===== src/rtl/ring_rr_pkg.sv =====
// Shared types and helpers for the ring round-robin arbiter.
// The rotate helper works on a fixed 64-bit vector, so N must not exceed 64.
package ring_rr_pkg;

  localparam int HOLD_W_DEFAULT = 4;

  typedef enum logic {
    IDLE  = 1'b0,
    GRANT = 1'b1
  } state_t;

  // Rotates the low n bits of a one-hot vector left by one.
  // Bit n-1 wraps around to bit 0.
  function automatic logic [63:0] onehot_rotl1(input logic [63:0] v, input int unsigned n);
    logic [63:0] r;
    r = '0;
    for (int unsigned i = 0; i < 64; i++) begin
      if (i + 1 < n)
        r[i + 1] = v[i];
      else if (i + 1 == n)
        r[0] = v[i];
    end
    return r;
  endfunction

endpackage


===== src/rtl/ring_rr_pick.sv =====
// Combinational round-robin pick.
// Returns the first set request at or after the ring pointer, wrapping cyclically.
module ring_rr_pick #(
  parameter int N = 4
) (
  input  logic [N-1:0] req,
  input  logic [N-1:0] ring,
  output logic [N-1:0] pick,
  output logic         valid
);

  logic [2*N-1:0] dbl;
  logic [2*N-1:0] mask;
  logic [2*N-1:0] masked;
  logic [2*N-1:0] lowest;

  // The low copy is masked to indices >= ring, and the high copy stays fully open.
  // The lowest surviving bit is therefore the first set request in cyclic order.
  assign dbl    = {req, req};
  assign mask   = {{N{1'b1}}, ~(ring - N'(1))};
  assign masked = dbl & mask;
  assign lowest = masked & (~masked + (2*N)'(1));
  assign pick   = lowest[N-1:0] | lowest[2*N-1:N];
  assign valid  = |req;

endmodule


===== src/rtl/ring_rr_arbiter.sv =====
// Round-robin arbiter with a one-hot rotating priority ring and a hold timeout.
// A grant is held until the owner releases it or the timeout revokes it.
module ring_rr_arbiter
  import ring_rr_pkg::*;
#(
  parameter int N        = 4,
  parameter int HOLD_W   = HOLD_W_DEFAULT,
  parameter int MAX_HOLD = 8
) (
  input  logic         clk,
  input  logic         reset,
  input  logic [N-1:0] req,
  input  logic [N-1:0] done,
  output logic [N-1:0] grant,
  output logic         busy,
  output logic [N-1:0] ring,
  output logic         timeout
);

  localparam logic [HOLD_W-1:0] HOLD_LAST =
    (MAX_HOLD == 0) ? '0 : HOLD_W'(MAX_HOLD - 1);

  state_t              state;
  logic [HOLD_W-1:0]   hold_cnt;
  logic [N-1:0]        pick;
  logic                pick_valid;
  logic                owner_release;
  logic                hold_expired;
  logic [N-1:0]        ring_next;

  ring_rr_pick #(.N(N)) u_pick (
    .req   (req),
    .ring  (ring),
    .pick  (pick),
    .valid (pick_valid)
  );

  // A release by the owner takes priority over a timeout in the same cycle.
  assign owner_release = (|(grant & done)) || !(|(grant & req));
  assign hold_expired  = (MAX_HOLD != 0) && (hold_cnt == HOLD_LAST);
  assign ring_next     = N'(onehot_rotl1(64'(grant), N));

  always_ff @(posedge clk or negedge reset) begin
    if (!reset) begin
      state    <= IDLE;
      grant    <= '0;
      busy     <= 1'b0;
      ring     <= N'(1);
      timeout  <= 1'b0;
      hold_cnt <= '0;
    end else begin
      timeout <= 1'b0;
      case (state)
        IDLE: begin
          if (pick_valid) begin
            grant    <= pick;
            busy     <= 1'b1;
            hold_cnt <= '0;
            state    <= GRANT;
          end
        end
        GRANT: begin
          if (owner_release || hold_expired) begin
            grant   <= '0;
            busy    <= 1'b0;
            ring    <= ring_next;
            timeout <= !owner_release;
            state   <= IDLE;
          end else begin
            hold_cnt <= hold_cnt + HOLD_W'(1);
          end
        end
        default: begin
          state <= IDLE;
          grant <= '0;
          busy  <= 1'b0;
        end
      endcase
    end
  end

endmodule


===== config.mk =====
export PLATFORM = sky130hd
export DESIGN_NAME = ring_rr_arbiter
export DESIGN_NICKNAME = d
export VERILOG_FILES = /design/src/rtl/ring_rr_pkg.sv /design/src/rtl/ring_rr_pick.sv /design/src/rtl/ring_rr_arbiter.sv
export SDC_FILE = /design/constraint.sdc
export NUM_CORES = 1
export LEC_CHECK = 0
export ABC_CLOCK_PERIOD_IN_PS = 1750
export BUFFER_PORTS_ARGS = -buffer_cell sky130_fd_sc_hd__buf_2
export CORE_UTILIZATION = 46
export DETAILED_ROUTE_END_ITERATION = 6
export PLACE_DENSITY = 0.73
export SLEW_MARGIN = 40
export SYNTH_ARGS = -nofsm -noshare
export SYNTH_HDL_FRONTEND = slang
export SYNTH_SLANG_ARGS = --single-unit

===== constraint.sdc =====
create_clock -name clk -period 1.75 [get_ports clk]
set_input_delay 0.0875 -clock clk [delete_from_list [all_inputs] [get_ports clk]]
set_output_delay 0.0875 -clock clk [all_outputs]
set_load 0.02 [all_outputs]

* Word level (Yosys, flattened, before mapping)
Index checks and enable logic that the tools add are counted.
W data, S select, Z words.
** Storage, ports and cells
- Register bits :: 15
- Bits of input ports :: 10
- Output and inout port bits :: 10
- Word-level logic and storage cells :: 45
** Operators by class
- Add/sub/neg operators :: 3
- Eq/ne operators :: 4
- Multiplexer cells :: 14
- Bitwise gates (word level) :: 8
- Reduce and logical (&&, ||, !) cells :: 10
** Operators with widths (number)
- $and A8 B8 Y8 :: 2
- $mux W4 :: 4
- $pmux W4 S2 :: 2
- $reduce_or A4 Y1 :: 3
- $add A8 B1 Y8 const B :: 1
- $and A4 B4 Y4 :: 2
- $not A8 Y8 :: 1
- $mux W1 :: 6
- $reduce_and A2 Y1 :: 3
- $add A4 B1 Y4 const B :: 1
- $eq A4 B3 Y1 const B :: 1
- $ne A2 B2 Y1 const B :: 2
- $not A4 Y4 :: 1
- $or A4 B4 Y4 :: 1
- $pmux W1 S2 :: 2
- $sub A4 B1 Y4 const B :: 1
- $logic_not A1 Y1 :: 2
- $logic_or A1 B1 Y1 :: 2
- $ne A2 B1 Y1 const B :: 1
- $not A1 Y1 :: 1

* Depth between registers and ports, before layout
Gate-level depths: netlist (run 1).
- Word-level depth :: 9
- Mapped depth :: 6

* By module
Synthesis (run 1) repeated with hierarchy kept, for this count alone.
** Second synthesis, totals
- Cell total of the unflattened synthesis :: 91
- Area total of the unflattened synthesis :: 918.4 um2
** By module, submodules not included
- ring_rr_arbiter :: times used 1, cells an instance 68, area each 764.5 um2, seq. area each 376.6 um2
- ring_rr_pick :: times used 1, cells an instance 23, area each 153.9 um2, seq. area each 0.0 um2

* Least setup slack after synthesis (run 1)
OpenSTA, ideal clock, no wires.
- Path type :: reg-to-reg
- Start :: register grant[0]
- End :: register ring[2]
- Library setup time :: 0.128 ns
- Arrival :: 1.658 ns
- Slack :: -0.036 ns
- Cell stages (with the launch flop) :: 5
- Clock period less this slack :: 1.786 ns
- Path through :: dfrtp_1 > a22o_1 > a211oi_2 > a21bo_2 > mux2_1
** On the way
- Longest elaborated chain between the ends :: 6
- Elaborated cells between the ends (all ways) :: 8
- Classes of those cells :: 2 x bitwise; 6 x reduce/logical
** Ends and longest elaborated chain
- start, declared :: RTL line ring_rr_arbiter.sv:14 : output logic [N-1:0] grant,
- start signal, assigned :: RTL line ring_rr_arbiter.sv:56 : grant <= pick;
- $and A4 B4 Y4 :: RTL line ring_rr_arbiter.sv:39 : assign owner_release = (|(grant & done)) || !(|(grant & req));
- $reduce_or A4 Y1 :: RTL line ring_rr_arbiter.sv:39
- $logic_not A1 Y1 :: RTL line ring_rr_arbiter.sv:39
- $logic_or A1 B1 Y1 (*) :: RTL line ring_rr_arbiter.sv:39
- $logic_or A1 B1 Y1 (*) :: RTL line ring_rr_arbiter.sv:63 : if (owner_release || hold_expired) begin
- $reduce_and A2 Y1 (no source line) (*)
- end signal, assigned :: RTL line ring_rr_arbiter.sv:66 : ring <= ring_next;
- end, declared :: RTL line ring_rr_arbiter.sv:16 : output logic [N-1:0] ring,
Every way passes the cells marked *; elsewhere a longest branch is shown, timed or not.
A chain may end at the register's enable or synchronous reset.

* Worst setup path after layout (run 1)
- Start :: register grant[1]
- End :: register ring[2]
** On the way
- Longest elaborated chain between the ends :: 6
- Elaborated cells between the ends (all ways) :: 8
- Classes of those cells :: 2 x bitwise; 6 x reduce/logical
** Ends and longest elaborated chain (RTL line)
- $and A4 B4 Y4 :: ring_rr_arbiter.sv:39
- $reduce_or A4 Y1 :: ring_rr_arbiter.sv:39
- $logic_not A1 Y1 :: ring_rr_arbiter.sv:39
- $logic_or A1 B1 Y1 :: ring_rr_arbiter.sv:39
- $logic_or A1 B1 Y1 :: ring_rr_arbiter.sv:63
- $reduce_and A2 Y1 (no source line)
Several ways; a longest one is shown, not always the timed one.

==> results.md, run 1 <==
- Unrepaired setup endpoints after global routing: true
- Diodes inserted: 0
- Final Hold Viols: 0
- Power Density: around 1600 nW/µm²
- Gpl congestion: approximately 0.78
- Port bufs: 19
- Total Die Area: around 2000 µm²
- Placement Rows: 15
- M1 WL: about 960 µm
- Clk sink count: 15
- Wire length of the first global-routing pass: ~3200 µm
- Flops & latches, synth: 15
- Least-Margin Pin Slew: between 0.5 and 0.6 ns
- Synth cell types: 40
- CTS tree: yes
- Worst R2R End: ring[2]$_DFFE_PN0P_
- Initial Util: between 40% and 50%
- Met2 WL: slightly below 1000 µm
- Seq/Total Area, Yosys: approximately 45%
- Syn avg cell area: about 10 µm²
- CP Max Fanout: 4
- Final setup viols: 0
- Post-synth EDFFs: 0
- R2r startpoint: grant[1]$_DFFE_PN0P_
- Detailed Route WL: slightly above 2000 µm
- Fillers: around 150
- CP Data Arrival Time: roughly 1.9 ns
- Top Layer Used: met4
- Worst Path Class, Setup: reg -> reg
- DRC viols: 0
- Area taken by multi-input logic gates: around 460 µm²
- Post-synth ARST share: 100%
- Synth-to-layout area growth: 29.7%
- Vias: 749
- R2R Setup Slk: 0.05 ns
- Post-route ant nets: 0
- Area leader, netlist: dfrtp_1
- Synth Flop Type: dfrtp_1
- Clk slew on worst S/H paths: roughly 0.090 ns
- Dpl hpwl: 1490 µm
- Worst-Skew Late Latency: approximately 0.28 ns
- Starting DRT DRC Count: 21
- Vias in the first global route: 709
- Clk root buf: clkbuf_4
- Slew Viols, Final: 0
- Crit. End Element: register
- Rel. slew slack: between 60% and 70%
- Final period util: a little over nine tenths
- H-tree levels: 1
- Final #Nets: about 120
- Synth Area in XOR/XNOR: under 10%
- R2R cell count: 4
- Main combinational cell family by area after synthesis: compound AO/OA/AOI/OAI gates
- Register area: approximately 380 µm²
- Die Ht: between 40 and 50 µm
- Req. time, crit path: approximately 1.9 ns
- Post-Synth Adder-Cell Area: between 2 and 3%
- Placed instance count: about 130
- Compound-gate portion of the synthesized area: between 20% and 30%
- Final Util: approximately 63%
- Max Cap Viol: 0
- Die X: 44.8 µm
- Final std cells w/o fill: roughly 140
- Share of layout cells above drive strength 1: about two fifths
- Synth Net Count: 93
- Hold path endpoint: grant[1]$_DFFE_PN0P_
- Largest net degree at the start of global routing: 18
- Drt pass-1 iters: 4
- VDD IR-drop max: about 0.00097 V
- All-Layer GR Usage: 22.6%
- Min-Delay Path Depth: 3
- Initial antenna violation count: 0
- Routed met3 length: between 70 and 80 µm
- Synth top area share: 41.5%
- Total grt overflow: 0
- P_leak: ~0.53 nW
- Tmin final: about 1.7 ns
- Ys Warns: 0
- CTS Buffer Depth: 2
- Worst Setup Start Kind: register
- Cell count after synthesis: 81
- Status: finished clean
- Clock Skew: between 0.0015 and 0.002 ns
- Hold Crit Class: in -> reg
- Hold Crit Start: req[1]
- Max Fclk: approximately 600 MHz
- Wire per inst: 14.9 µm
- # IOs: 20
- Top post-synthesis cells by area: dfrtp_1, mux2i_1, nand2_1, o221ai_2, dfstp_2
- Number of CTS-inserted buffers: 3
- Post-Synth Simple-Gate Area: roughly a fifth
- Mux contribution to synthesized area: approximately 7.4%
- Synth Cell Area: around 840 µm²
- Vias per inst: between 5 and 6
- Core Region: around 1700 µm²
registers in the layout (all words and copies together), names as in the netlist:
name,count
timeout,1
ring,4
state,1
grant,4
busy,1
hold_cnt,4
final cells by class:
cell class              instances  area share [%]
well taps                      25            2.86
inverters                       6            2.06
flip-flops and latches         15            34.7
clock buffers                   4            2.40
repair buffers                 28            16.2
multi-input cells              58            41.8
per-stage QoR:
step / hold WS [ns] / setup TNS (ns) / setup WS, ns / power [W] / cell area, µm²
final: 0.172 / 0 / 0.0534 / 0.00172 / 1090
after CTS: 0.150 / 0 / 0.0175 / 0.00167 / 1060
after detailed placement: 0.00975 / 0 / 0.0342 / 0.00146 / 1030
after global routing: 0.162 / -0.0132 / -0.0132 / 0.00183 / 1090
after global placement: 0.00848 / 0 / 0.0836 / 0.00143 / 1030
after floorplan: -0.208 / 0 / 0.0105 / 0.00114 / 852
cell families (layout without fill, tap and decap cells):
group	Yosys count	in the layout
flops	15	15
xor+xnor	1	1
compound gates	21	21
buf+inv	8	38
simple gates	28	28
fa+ha+maj	2	2
mux	6	6
layer usage:
layer	vias up	track usage (%)
li1	363	-
met1	364	29.5
met2	20	37.6
met3	2	3.20
met4	0	9.70
met5	-	0
worst max path at each step:
stage | cells after the start | slack (ns) | endpoint | startpoint
2_1_floorplan | 4 | 0.01 | ring[2]$_DFFE_PN0P_ | grant[0]$_DFFE_PN0P_
3_3_place_gp | 4 | 0.08 | grant[0]$_DFFE_PN0P_ | ring[0]$_DFFE_PN1P_
3_5_place_dp | 6 | 0.03 | grant[0]$_DFFE_PN0P_ | ring[0]$_DFFE_PN1P_
4_1_cts | 6 | 0.02 | grant[0]$_DFFE_PN0P_ | ring[0]$_DFFE_PN1P_
5_1_grt | 6 | -0.01 | grant[1]$_DFFE_PN0P_ | ring[0]$_DFFE_PN1P_
6_report | 4 | 0.05 | ring[2]$_DFFE_PN0P_ | grant[1]$_DFFE_PN0P_
worst max-delay path, stage by stage (launching register included):
cell and delay, ns:
dfrtp_2 0.43, a22o_1 0.25, a211oi_4 0.33, a21bo_2 0.26
mux2_4 0.32
report_power, final:
part           internal (W)  leakage (nW)  switching, W
logic              0.000467         0.320      0.000471
registers          0.000452         0.192      0.000134
clock network     0.0000885        0.0150      0.000113
total               0.00101         0.527      0.000718
cells in the final DEF (no fill, tap or decap), drive strengths merged, types with 2 or more instances in the layout:
| master | netlist | routed |
|---|---|---|
| inv | 6 | 6 |
| o21ai | 2 | 2 |
| clkbuf | 1 | 4 |
| mux2 | 2 | 2 |
| and3 | 3 | 3 |
| nand2 | 8 | 8 |
| dfrtp | 14 | 14 |
| nor2b | 2 | 2 |
| a22oi | 2 | 2 |
| nand4 | 2 | 2 |
| buf | 1 | 27 |
| mux2i | 4 | 4 |
| a22o | 2 | 2 |
| ha | 2 | 2 |
| nor2 | 2 | 2 |
| a21oi | 2 | 2 |
| a31oi | 2 | 2 |
| nand3b | 2 | 2 |
| o221ai | 2 | 2 |
synth_stat cells (4+ instances only):
cell type  count
inv_1          6
mux2i_1        4
nand2_1        8
dfrtp_1       14
repair_timing:
action,in CTS,in global routing
endpoints found under the setup margin,0,5
endpoints found under the hold margin,15,0
setup buffers,0,2
hold buffers,1,0
resized for setup,0,4
(Power assumes the default switching activity.)
==> run 2, diff against run 1 <==
--- a/config.mk
+++ b/config.mk
@@ -7,9 +7,10 @@
 export LEC_CHECK = 0
 export ABC_CLOCK_PERIOD_IN_PS = 1750
 export BUFFER_PORTS_ARGS = -buffer_cell sky130_fd_sc_hd__buf_2
-export CORE_UTILIZATION = 46
+export CORE_UTILIZATION = 49
+export CTS_BUF_LIST = sky130_fd_sc_hd__clkbuf_2 sky130_fd_sc_hd__clkbuf_4 sky130_fd_sc_hd__clkbuf_8
 export DETAILED_ROUTE_END_ITERATION = 6
-export PLACE_DENSITY = 0.73
+export PLACE_DENSITY = 0.77
 export SLEW_MARGIN = 40
 export SYNTH_ARGS = -nofsm -noshare
 export SYNTH_HDL_FRONTEND = slang
==> results.md, run 2 (synthesis gave the netlist of run 1 again) <==
- Clk slew on worst S/H paths: ~0.090 ns
- Slew Viols, Final: 0
- Unrepaired setup endpoints after global routing: false
- Worst Path Class, Setup: reg -> reg
- Tmin final: about 1.7 ns
- Synth-to-layout area growth: 30.6%
- # IOs: 20
- Final setup viols: 0
- Vias per inst: roughly 5.8
- Final Hold Viols: 0
- Status: finished with violations
- Vias in the first global route: between 600 and 700
- Slowest-stage cell, CP: or4_1
- Rel. slew slack: about two thirds
- Largest net degree at the start of global routing: 18
- Diodes inserted: 0
- Die X: between 40 and 50 µm
- CP Data Arrival Time: between 1.5 and 2 ns
- VDD IR-drop max: approximately 0.00095 V
- Core Region: approximately 1600 µm²
- Total Die Area: about 1900 µm²
- Wire per inst: roughly 15 µm
- Clk sink count: 15
- Final Util: 70.6%
- Clock Skew: around 0.0012 ns
- Placement Rows: 14
- CP Max Fanout: 3
- Max Cap Viol: 0
- Hold Crit Class: in -> reg
- All-Layer GR Usage: a little over a fifth
- Drt pass-1 iters: 6
- Number of CTS-inserted buffers: 3
- Biggest regs: grant: 4 flops, hold_cnt: 4 flops, ring: 4 flops
- Most common cell after layout, fill and taps aside: buf_2
- H-tree levels: 1
- Dpl hpwl: between 1000 and 1500 µm
- Req. time, crit path: ~2 ns
- Final instance area: around 1100 µm²
- Max Fclk: roughly 590 MHz
- Detailed Route WL: 1850 µm
- Share of layout cells above drive strength 1: about two fifths
- DRC viols: 6
- Failing checks: DRC
- Wire length of the first global-routing pass: around 3000 µm
- Die Ht: roughly 43 µm
- Hold Slack: 0.161 ns
- Final #Nets: 123
- Worst Setup Start Kind: register
- CTS tree: yes
- Placed instance area: 1010 µm²
- CTS Buffer Depth: 2
- Gpl congestion: a little under 0.9
- Initial Util: between 50 and 60%
- Largest delay share family, worst path: simple AND/OR/NAND/NOR gates
- CP max stage delay: roughly 0.52 ns
- Vias: around 740
- Total grt overflow: 0
- Starting DRT DRC Count: 18
- Post-route setup TNS: 0 ns
- Worst-Skew Late Latency: approximately 0.28 ns
- Power Density: about 1600 nW/µm²
- Post-route ant nets: 0
- Crit. End Element: register
- Worst Path Buf+Inv: 0
- Least-Margin Pin Slew: roughly 0.48 ns
- P_leak: ~0.53 nW
- Critical-path cell list: or4_1 > and3_4 > or3_4 > o221ai_2
- Port bufs: 19
- Commonest non-fill, non-tap cells in the layout: buf_2, dfrtp_1, nand2_1, buf_4, inv_1
- Final period util: 97.0%
- Clk root buf: clkbuf_4
- Initial antenna violation count: 0
## run 2: cell types whose count changed in the layout (fill, tap and decap cells not counted), sizes merged
cell / previous run / this run
buf: 27 / 26
clkinv: 0 / 1
clkbuf: 4 / 3
## run 2: layout make-up
cell class              instances  area [µm²]
inverters                       6        22.5
fillers                       118         458
well taps                      16        20.0
repair buffers                 27         170
clock buffers                   3        22.5
clock inverters                 1        5.00
flip-flops and latches         15         378
multi-input cells              58         483
## run 2: power by group
group	internal (W)	total (W)	switching, W	leakage [nW]
clock network	0.0000848	0.000196	0.000111	0.0177
logic	0.000485	0.000958	0.000474	0.320
registers	0.000451	0.000586	0.000136	0.194
## run 2: final timing paths
check,cells past startpoint,startpoint,slack [ns],to
worst min-delay path,3,req[1],0.16,grant[1]$_DFFE_PN0P_
max in group asynchronous,2,reset,1.23,ring[0]$_DFFE_PN1P_
worst max register to register,4,ring[2]$_DFFE_PN0P_,0.05,grant[1]$_DFFE_PN0P_
worst max-delay path,4,ring[2]$_DFFE_PN0P_,0.05,grant[1]$_DFFE_PN0P_
min in group asynchronous,2,reset,0.23,ring[3]$_DFFE_PN0P_
worst min register to register,1,hold_cnt[3]$_DFFE_PN0P_,0.50,hold_cnt[3]$_DFFE_PN0P_
## run 2: repair_timing
action,in CTS,in global routing
pin swaps,0,6
hold buffers,1,0
setup buffers,1,1
setup endpoints to repair,2,3
resized for setup,2,5
hold endpoints to repair,15,0
## run 2: metrics by stage
step           power [W]  cells  setup slack (ns)
2_1_floorplan    0.00114     81            0.0105
3_3_place_gp     0.00141    119            0.0676
3_5_place_dp     0.00144    119           0.00174
4_1_cts          0.00167    125            0.0293
5_1_grt          0.00185    126           0.00358
6_report         0.00174    126            0.0532
## run 2: per-layer routing
metal | wire length [µm] | vias up | part of all wire [%] | global-route usage [%]
li1 | - | 358 | - | -
met1 | 896 | 353 | 48 | 31.1
met2 | 856 | 24 | 46 | 34.5
met3 | 85 | 2 | 4.6 | 6.25
met4 | 10 | 0 | 0.54 | 3.75
met5 | 0 | - | 0 | 0
## run 2: worst register-to-register path: cells and delay by family (launching register included)
family | cells | cell delay [ns]
AOI/OAI and AO/OA | 1 | 0.16
DFF | 1 | 0.40
and+or+nand+nor | 3 | 1.05
==> run 3, diff against run 2 <==
--- a/config.mk
+++ b/config.mk
@@ -11,6 +11,7 @@
 export CTS_BUF_LIST = sky130_fd_sc_hd__clkbuf_2 sky130_fd_sc_hd__clkbuf_4 sky130_fd_sc_hd__clkbuf_8
 export DETAILED_ROUTE_END_ITERATION = 6
 export PLACE_DENSITY = 0.77
+export SETUP_SLACK_MARGIN = 0.3
 export SLEW_MARGIN = 40
 export SYNTH_ARGS = -nofsm -noshare
 export SYNTH_HDL_FRONTEND = slang
==> results.md, run 3 (synthesis gave the netlist of run 1 again) <==
- Status: finished with violations
- Failing checks: DRC
- Final Hold Viols: 0
- Worst-Skew Late Latency: 0.30 ns
- Worst Path Class, Setup: reg -> reg
- Final instance area: 1190 µm²
- Final period util: between 90% and 100%
- Max Cap Viol: 0
- Tmin final: between 1.5 and 2 ns
- Worst Path Buf+Inv: 0
- All-Layer GR Usage: 28.7%
- Die Ht: ~43 µm
- Max Fclk: 591 MHz
- Clk sink count: 15
- Clk root buf: clkbuf_4
- Total grt overflow: 0
- # IOs: 20
- Port bufs: 19
- Post-route ant nets: 0
- Most common cell after layout, fill and taps aside: buf_2
- Hold Crit Class: in -> reg
- Initial Util: ~54%
- Placed instance area: 1010 µm²
- Largest delay share family, worst path: simple AND/OR/NAND/NOR gates
- Starting DRT DRC Count: 18
- R2R cell count: 4
- CTS Buffer Depth: 2
- R2R Setup Slk: slightly below 0.06 ns
- P_leak: ~0.58 nW
- Req. time, crit path: just under 2 ns
- Fillers: between 100 and 150
- Final Util: 76.2%
- CP Depth: 4
- Worst Setup Start Kind: register
- Clock Skew: 0.000634 ns
- Share of layout cells above drive strength 1: 53.8%
- Detailed Route WL: ~2300 µm
- Wire length of the first global-routing pass: roughly 3800 µm
- VDD IR-drop max: approximately 0.0011 V
- Min-Delay Path Depth: 3
- CP Data Arrival Time: 1.91 ns
- CP max stage delay: 0.53 ns
- Vias per inst: between 5 and 6
- Synth-to-layout area growth: 40.9%
- Post-route setup TNS: 0 ns
- Biggest regs: grant: 4 flops, hold_cnt: 4 flops, ring: 4 flops
- Commonest non-fill, non-tap cells in the layout: buf_2, buf_4, dfrtp_1, nand2_1, inv_1
- CP Max Fanout: 2
- Drt pass-1 iters: 6
- Initial antenna violation count: 0
- Final setup viols: 0
- DRC viols: 2
- CTS tree: yes
- Least-Margin Pin Slew: a little over 0.5 ns
- Final #Nets: around 130
- Clk slew on worst S/H paths: ~0.10 ns
- Number of CTS-inserted buffers: 3
- Vias in the first global route: 779
- Wire per inst: ~17 µm
- Hold Slack: ~0.14 ns
- Core Region: roughly 1600 µm²
- Critical-path cell list: or4_4 > and3_4 > or3_4 > o221ai_2
- Diodes inserted: 0
- Gpl congestion: approximately 0.8
- Slowest-stage cell, CP: or4_4
- Die X: ~43 µm
- Total Die Area: 1890 µm²
- Dpl hpwl: around 1400 µm
- Power Density: between 1500 and 2000 nW/µm²
- Crit. End Element: register
- Unrepaired setup endpoints after global routing: true
- Slew Viols, Final: 0
- H-tree levels: 1
- Placement Rows: 14
- Rel. slew slack: between 60% and 70%
- Vias: 803
- Largest net degree at the start of global routing: 18
[run 3: cell types whose count changed in the layout (fill, tap and decap cells not counted), sizes merged]
| cell | before | now |
|---|---|---|
| buf | 26 | 35 |
[run 3: layout make-up]
type / instances / area [µm²] / share of cell area [%]
Timing Repair Buffer: 36 / 233 / 19.6
Clock inverter: 1 / 5.00 / 0.421
Inverter: 6 / 22.5 / 1.89
Clock buffer: 3 / 22.5 / 1.89
Sequential cell: 15 / 382 / 32.1
Multi-Input combinational cell: 58 / 504 / 42.4
Tap cell: 16 / 20.0 / 1.68
[run 3: final timing paths]
kind / from / to
min: req[0] / grant[0]$_DFFE_PN0P_
min in group asynchronous: reset / grant[1]$_DFFE_PN0P_
max reg2reg: ring[2]$_DFFE_PN0P_ / grant[1]$_DFFE_PN0P_
min reg2reg: hold_cnt[3]$_DFFE_PN0P_ / hold_cnt[3]$_DFFE_PN0P_
max in group asynchronous: reset / ring[0]$_DFFE_PN1P_
max: ring[2]$_DFFE_PN0P_ / grant[1]$_DFFE_PN0P_
[run 3: repair_timing]
action,4_1_cts,5_1_grt
hold buffers,1,0
buffers inserted,10,2
gates resized for setup,7,6
endpoints found under the hold margin,15,0
setup endpoints to repair,14,15
pin swaps,4,5
[run 3: worst register-to-register path, delay by kind of cell, from the launching register on]
kind / cells / cell delay [ns]
flops: 1 / 0.42
simple gates: 3 / 1.04
compound gates: 1 / 0.14
[run 3: report_power, final]
part	internal, W	switching, W
Combinational	0.000590	0.000527
Sequential	0.000457	0.000137
Clock	0.0000853	0.000131
[run 3: layer usage]
metal	wire length, µm	track usage, %	up-vias
met4	45	11.3	0
met5	0	0	-
met3	119	6.25	6
met1	984	36.5	386
li1	-	-	382
met2	1160	47.9	29
[run 3: stage by stage]
stage	setup WS (ns)	std cells	power [W]
floorplan	0.0549	81	0.00118
CTS	0.0735	133	0.00182
global placement	0.0779	118	0.00141
finish	0.0577	135	0.00193
global route	0.0295	135	0.00204
detailed placement	0.0389	118	0.00144
